### src/rtl/sc_datamem_io_gen.sv
// Single-clock data RAM plus memory-mapped I/O block (outputs, synchronised inputs,
// sticky change status with mask/irq, free-running cycle counter); 1-cycle read latency.
module sc_datamem_io_gen #(
  parameter int MEM_AW     = 5,
  parameter int IO_SEL_BIT = 7,
  parameter int NUM_IN     = 3,
  parameter int IN_W       = 4,
  parameter int NUM_OUT    = 3
) (
  input  logic                     clock,
  input  logic                     reset,
  input  logic                     req,
  input  logic                     we,
  input  logic [3:0]               be,
  input  logic [31:0]              addr,
  input  logic [31:0]              wdata,
  output logic [31:0]              rdata,
  output logic                     rvalid,
  input  logic [NUM_IN*IN_W-1:0]   in_ports,
  output logic [NUM_OUT*32-1:0]    out_ports,
  output logic                     irq
);

  localparam int DEPTH = 1 << MEM_AW;

  logic [31:0] mem [DEPTH];

  logic [NUM_IN*IN_W-1:0] sync1_q, sync1_d;
  logic [NUM_IN*IN_W-1:0] sync2_q, sync2_d;
  logic [NUM_IN*IN_W-1:0] prev_q, prev_d;
  logic [NUM_IN-1:0]      status_q, status_d;
  logic [NUM_IN-1:0]      mask_q, mask_d;
  logic [NUM_IN-1:0]      chg;
  logic [31:0]            out_q [NUM_OUT];
  logic [31:0]            out_d [NUM_OUT];
  logic [31:0]            cnt_q, cnt_d;
  logic [31:0]            rdata_q, rdata_d;
  logic                   rvalid_q, rvalid_d;
  logic                   irq_q, irq_d;
  logic [31:0]            io_rdata;

  logic [MEM_AW-1:0] ram_idx;
  logic [4:0]        io_off;
  logic              is_io, wr, rd, io_wr;
  logic              unused_addr;

  assign ram_idx     = addr[MEM_AW+1:2];
  assign io_off      = addr[6:2];
  assign is_io       = addr[IO_SEL_BIT];
  assign wr          = req & we;
  assign rd          = req & ~we;
  assign io_wr       = wr & is_io;
  assign unused_addr = ^addr;

  function automatic logic [31:0] lane_merge(input logic [31:0] old_v,
                                             input logic [31:0] new_v,
                                             input logic [3:0]  lanes);
    logic [31:0] r;
    r = old_v;
    for (int unsigned i = 0; i < 4; i++) begin
      if (lanes[i]) r[8*i +: 8] = new_v[8*i +: 8];
    end
    return r;
  endfunction

  // RAM is deliberately outside the reset domain.
  always_ff @(posedge clock) begin
    if (wr && !is_io) begin
      for (int unsigned i = 0; i < 4; i++) begin
        if (be[i]) mem[ram_idx][8*i +: 8] <= wdata[8*i +: 8];
      end
    end
  end

  always_comb begin
    sync1_d = in_ports;
    sync2_d = sync1_q;
    prev_d  = sync2_q;
    chg     = '0;
    for (int unsigned k = 0; k < NUM_IN; k++) begin
      chg[k] = (sync2_q[k*IN_W +: IN_W] != prev_q[k*IN_W +: IN_W]);
    end

    // Change detection is OR-ed in after the W1C clear so a coincident set survives.
    status_d = status_q;
    if (io_wr && io_off == 5'd16 && be[0]) status_d = status_q & ~wdata[NUM_IN-1:0];
    status_d = status_d | chg;

    mask_d = mask_q;
    if (io_wr && io_off == 5'd17 && be[0]) mask_d = wdata[NUM_IN-1:0];

    for (int unsigned k = 0; k < NUM_OUT; k++) begin
      out_d[k] = out_q[k];
      if (io_wr && io_off == 5'(k)) out_d[k] = lane_merge(out_q[k], wdata, be);
    end

    cnt_d = cnt_q + 32'd1;
    if (io_wr && io_off == 5'd18) cnt_d = lane_merge(cnt_q, wdata, be);

    irq_d = |(status_q & mask_q);
  end

  always_comb begin
    io_rdata = '0;
    for (int unsigned k = 0; k < NUM_OUT; k++) begin
      if (io_off == 5'(k)) io_rdata = out_q[k];
    end
    for (int unsigned k = 0; k < NUM_IN; k++) begin
      if (io_off == 5'(8 + k)) io_rdata[IN_W-1:0] = sync2_q[k*IN_W +: IN_W];
    end
    if (io_off == 5'd16) io_rdata[NUM_IN-1:0] = status_q;
    if (io_off == 5'd17) io_rdata[NUM_IN-1:0] = mask_q;
    if (io_off == 5'd18) io_rdata = cnt_q;

    rdata_d  = rdata_q;
    rvalid_d = rd;
    if (rd) rdata_d = is_io ? io_rdata : mem[ram_idx];
  end

  always_ff @(posedge clock) begin
    if (reset) begin
      sync1_q  <= '0;
      sync2_q  <= '0;
      prev_q   <= '0;
      status_q <= '0;
      mask_q   <= '0;
      cnt_q    <= '0;
      rdata_q  <= '0;
      rvalid_q <= 1'b0;
      irq_q    <= 1'b0;
      for (int unsigned k = 0; k < NUM_OUT; k++) out_q[k] <= '0;
    end else begin
      sync1_q  <= sync1_d;
      sync2_q  <= sync2_d;
      prev_q   <= prev_d;
      status_q <= status_d;
      mask_q   <= mask_d;
      cnt_q    <= cnt_d;
      rdata_q  <= rdata_d;
      rvalid_q <= rvalid_d;
      irq_q    <= irq_d;
      for (int unsigned k = 0; k < NUM_OUT; k++) out_q[k] <= out_d[k];
    end
  end

  always_comb begin
    out_ports = '0;
    for (int unsigned k = 0; k < NUM_OUT; k++) out_ports[k*32 +: 32] = out_q[k];
  end

  assign rdata  = rdata_q;
  assign rvalid = rvalid_q;
  assign irq    = irq_q;

endmodule

### config.mk
export PLATFORM = sky130hd
export DESIGN_NAME = sc_datamem_io_gen
export DESIGN_NICKNAME = d
export VERILOG_FILES = /design/src/rtl/sc_datamem_io_gen.sv
export SDC_FILE = /design/constraint.sdc
export NUM_CORES = 2
export LEC_CHECK = 0
export CORE_UTILIZATION = 50
export DETAILED_ROUTE_END_ITERATION = 12
export PLACE_DENSITY = 0.78
export SLEW_MARGIN = 20
export SYNTH_ARGS = -nofsm -noshare
export SYNTH_HDL_FRONTEND = slang
export SYNTH_SLANG_ARGS = --single-unit
### constraint.sdc
create_clock -name clock -period 2.8 [get_ports clock]
set_input_delay 0.56 -clock clock [delete_from_list [all_inputs] [get_ports clock]]
set_output_delay 0.56 -clock clock [all_outputs]
set_load 0.02 [all_outputs]
# Word level (Yosys, flattened, before mapping)
# Memories as Yosys holds them, arrays and structs flattened.
# Index checks and enable logic that the tools add are counted.
[word_totals]
ff_bits = 108
latchBits = 0
mem_bits_rw = 1120
romBits = 0
in_bits = 84
out_inout_bits = 130
elab_cells = 102
mem_count = 2
[op_classes]
addsub = 1
multipliers = 0
n_div = 0
order_cmp = 0
n_eq_ne = 15
n_shift = 0
mux = 49
bitwise = 11
reduce_logical = 12
[mem_list]
columns = ["name", "depth", "width", "rd", "rd_ports_with_merged_regs", "wr", "line_no", "source"]
rows = [
  ["mem", 32, 32, 1, 0, 1, "26", "logic [31:0] mem [DEPTH];"],
  ["out_q", 3, 32, 3, 0, 3, "34", "logic [31:0] out_q [NUM_OUT];"],
]
[ops]
columns = ["op", "n"]
rows = [
  ["$mux 32", 12],
  ["$mux 8", 16],
  ["$add 32x1->32 const B", 1],
  ["$eq 5x4->1 const B", 3],
  ["$eq 5x5->1 const B", 3],
  ["$mux 1", 15],
  ["$mux 4", 3],
  ["$ne 4x4->1", 3],
  ["$logic_and 1x1->1", 9],
  ["$mux 3", 3],
  ["$ne 2x2->1 const B", 4],
  ["$and 3x3->3", 2],
  ["$eq 5x1->1 const B", 1],
  ["$eq 5x2->1 const B", 1],
  ["$logic_not 5->1", 1],
  ["$and 1x1->1", 3],
  ["$not 3->3", 1],
  ["$or 1x1->1", 3],
  ["$or 3x3->3", 1],
  ["$reduce_or 3->1", 1],
  ["$logic_not 1->1", 1],
  ["$not 1->1", 1],
]

# Longest topological paths before layout
[logic_depth]
depth_word = 11
mapped_depth = 10
mapped_depth_nobuf = 6

# Worst setup path before layout
# Ideal clock, no wire load.
[synth_path]
path_kind = "input -> register"
startpoint = "input addr[2]"
endpoint = "memory mem[13][16] (enable)"
setup_time_ns = 0.370
arrival_time_ns = 2.365
required_time_ns = 2.430
setup_slack_ns = 0.065
stages = 8
path_buffers = 5
path_cell_list = "buf_2 -> buf_4 -> buf_4 -> nor2b_1 -> buf_2 -> buf_1 -> nand2_1 -> nor2_1"
[synth_lines]
columns = ["item", "line_no", "source"]
rows = [
  ["from (decl)", "15", "input logic [31:0] addr,"],
  ["to (decl)", "26", ""],
]
# Straight into the memory's write port.

# Final worst setup path
[layout_path]
startpoint = "input addr[3]"
endpoint = "register rdata_q[27], in the netlist rdata[27]"
[layout_via]
elab_chain_len = 6
word_cells_on_any_way = 10
classes_between = "3 x eq/ne; 5 x mux; 1 x reduce/logical; 1 x memory"
[layout_lines]
columns = ["item", "line_no", "source"]
rows = [
  ["$logic_not 5->1", "106", "if (io_off == 5'(k)) io_rdata = out_q[k];"],
  ["$mux 32 (3 in series)", "106", ""],
  ["$mux 32", "113", "if (io_off == 5'd18) io_rdata = cnt_q;"],
  ["$mux 32 (*)", "117", "if (rd) rdata_d = is_io ? io_rdata : mem[ram_idx];"],
  ["to (signal assigned)", "139", "rdata_q <= rdata_d;"],
  ["to (decl)", "37", "logic [31:0] rdata_q, rdata_d;"],
]
# Mark *: on every way between the ends. The rest lies on a longest branch, timed or not.
# A chain may end at the register's enable or synchronous reset.

==> impl_metrics.csv <==
group,metric,value,unit
placement,dp.cells,4771,
clocking,clk_latency,0.71,ns
clocking,postCtsSetupBuffers,0,
final_layout,drive_gt1_share,23.6,%
placement,port_buffers,187,
setup_path,crit_path_end_kind,"register",
grt,antenna_found_initial,8,
logic_synthesis,yosysSeqAreaShare,71.3,%
worst_hold_path,hold_class,"in -> reg",
timing,period_share,89.7,%
final_layout,layout.cells.non_filler,4983,
placement,dp_hpwl,101,mm
drt,drtPass1Iterations,8,
setup_path,criticalPathCategory,"in -> reg",
logic_synthesis,synth-edff-count,1024,
setup_path,worstPathMaxFanout,25,
drt,vias,31900,
grt,grt_pass1_wl,211,mm
clocking,hold_buffers,0,
drt,remaining_drc_errors,0,
logic_synthesis,synthesis.instances,3029,
logic_synthesis,synth_cell_types,81,
power_and_ir_drop,p_leak,19.9,nW
timing,min_period,2.51,ns
die,fp.dieW,315,microns
logic_synthesis,yosysWarnings,0,
timing,rsz0062_at_grt,"no",
logic_synthesis,synth_area,48900,sq um
timing,fin_worst_skew,0.0338,ns
final_layout,nets,3696,
timing,drv_slew,0,
die,io_pins,214,
power_and_ir_drop,cellPowerDensity,642,nW/um^2
die,num_rows,114,
clocking,cts_tree,"yes",
logic_synthesis,async_reset_ff_share,0,%
die,dieArea,99000,sq um
clocking,htree_levels,3,
setup_path,worstPathRequired,3.38,ns
die,coreArea,96700,sq um
final_layout,post-route-util,61.3,%
logic_synthesis,avgSynthCellArea,16.1,sq um
timing,final_hold_viol_count,0,
power_and_ir_drop,peakVddDrop,0.000556,V
timing,setup_violations,0,
grt,grt_pass1_vias,31000,
grt,track_usage,29.6,%
setup_path,startpoint_type,"primary input",
final_layout,syn_to_final_growth,21.3,%
setup_path,arrival,3.09,ns
clocking,numCtsBuffers,114,
setup_path,r2r_slack,0.45,ns
clocking,clock_path_buffers,3,
grt,grt-ovfl-total,0,
clocking,cts_resized,0,
clocking,clk_pin_slew,0.07,ns
drt,wl_per_cell,29.5,microns
final_layout,n_fill_cell,6747,
placement,placed_area,55500,sq um
timing,worstMarginPinSlew,1.10,ns
die,start_util,50.6,%
drt,viasPerCell,6.40,
timing,max_freq,398,MHz
drt,wl,147,mm
clocking,cts_root_buffer,"clkbuf_16",
placement,gp_congestion,0.968,
final_layout,stdcell_area,59300,sq um
run,drv_cap,0,
logic_synthesis,synth.ff_latch_count,1228,
grt,grt_max_degree,166,
die,die_h,315,microns
run_status,outcome,"finished, final reports clean",
timing,relSlewSlack,26.3,%
logic_synthesis,synth.net_count,3114,
drt,drt_iter0_drc,5243,
logic_synthesis,synthFlopType,"edfxtp_1",
clocking,clock_sinks,1228,
drt,ant_nets,0,
## Yosys cell counts (all sizes together), types with 11 or more instances
| master | number | share of area (%) |
|---|---|---|
| a221oi | 19 | 0.34 |
| xor2 | 13 | 0.23 |
| nor4 | 27 | 0.38 |
| edfxtp | 1024 | 63 |
| clkbuf | 95 | 0.73 |
| nor2b | 50 | 0.64 |
| a311oi | 11 | 0.20 |
| and3 | 12 | 0.16 |
| nand2 | 158 | 1.2 |
| dfxtp | 204 | 8.4 |
| a22o | 17 | 0.30 |
| o211ai | 28 | 0.43 |
| nor2 | 255 | 2.0 |
| mux2 | 17 | 0.39 |
| mux4 | 178 | 8.2 |
| mux2i | 230 | 4.7 |
| a21oi | 108 | 1.1 |
| a22oi | 58 | 0.89 |
| o22ai | 40 | 0.51 |
| nand4 | 23 | 0.33 |
| o21ai | 95 | 0.97 |
| buf | 102 | 1.1 |
| inv | 15 | 0.12 |
| o21bai | 14 | 0.21 |
| nor3 | 32 | 0.38 |
| nand3 | 37 | 0.38 |
| a31oi | 17 | 0.22 |
| a32o | 19 | 0.39 |
| a211oi | 18 | 0.28 |
| and2 | 12 | 0.15 |
## cell families after synthesis
group	count (synthesis)	share of synthesized area (%)
AO/OA/AOI/OAI	490	6.69
XOR/XNOR	13	0.233
adder cells (fa/ha/maj)	1	0.0256
buffers and inverters	214	2.00
flip-flops	1228	71.3
multiplexers	425	13.3
AND/OR/NAND/NOR	658	6.49
## report_power, final
part	internal, mW	total [mW]	switching [mW]
Combinational	0.922	2.42	1.50
Clock	8.97	15.8	6.80
Sequential	19.8	19.9	0.0646
## cells in the final DEF (no fill, tap or decap), drive strengths merged, types with 6 or more instances in the layout
master	synthesis	layout
a211oi	18	18
a21oi	108	108
a221oi	19	19
a22o	17	17
a22oi	58	58
a311oi	11	11
a31oi	17	17
a32o	19	19
and2	12	12
and3	12	12
buf	102	483
bufinv	0	10
clkbuf	95	154
clkdlybuf4s50	0	180
clkinv	2	40
dfxtp	204	204
edfxtp	1024	1024
inv	15	22
mux2	17	17
mux2i	230	230
mux4	178	178
nand2	158	158
nand2b	9	9
nand3	37	37
nand4	23	23
nor2	255	255
nor2b	50	50
nor3	32	32
nor4	27	27
o2111ai	7	7
o211ai	28	28
o21ai	95	95
o21bai	14	14
o22ai	40	40
o32ai	6	6
xor2	13	13
## per-layer routing
metal | global-route usage [%] | up-vias | wire, microns
met5 | 0 | - | 81
met4 | 14.7 | 12 | 8340
met3 | 6.78 | 454 | 19500
met2 | 45.8 | 2470 | 66700
met1 | 39.6 | 15800 | 52200
li1 | - | 13100 | -
## critical path: stages
cell,delay (ns)
buf_8,0.31
buf_4,0.36
buf_4,0.19
mux2i_1,0.18
o32ai_1,0.10
nor4_1,0.52
buf_4,0.23
nand4_1,0.25
a32o_1,0.34
## per-stage QoR
step / hold WS, ns / worst slack [ns] / setup TNS [ns] / power, mW
final: 0.158 / 0.288 / 0 / 38.1
after global routing: 0.147 / 0.251 / 0 / 39.0
after CTS: 0.115 / 0.339 / 0 / 38.1
after detailed placement: 0.427 / -0.385 / -1.96 / 22.6
after global placement: 0.419 / -0.259 / -0.928 / 22.6
after floorplan: 0.414 / 0.0649 / 0 / 21.3
## sequential cells by signal, indices dropped and copies added (netlist names), 12 cells and up
signal,flops
prev_d,12
sync1_q,12
cnt_q,32
prev_q,12
out_q,96
rdata,32
mem,1024
## area by class of cell
cell class | instances | area [sq um] | area share (%)
multi-input cells | 1587 | 13100 | 22.1
flip-flops and latches | 1228 | 34800 | 58.7
repair buffers | 663 | 5880 | 9.91
inverters | 17 | 63.8 | 0.108
well taps | 1276 | 1600 | 2.69
clock buffers | 154 | 3200 | 5.40
diodes | 1 | 2.50 | 0.00422
clock inverters | 57 | 627 | 1.06
## final timing paths
check                                      startpoint                endpoint  cells after the start
worst min-delay path                            reset  mask_q[2]$_SDFFE_PP0P_                      2
worst max-delay path                          addr[3]  rdata[27]$_SDFFE_PP0P_                      9
worst min register to register  sync1_q[7]$_SDFF_PP0_    prev_d[7]$_SDFF_PP0_                      1
worst max register to register  cnt_q[5]$_SDFFE_PP0P_  cnt_q[26]$_SDFFE_PP0P_                      5
Note: power is estimated with default switching activity, not from simulation.
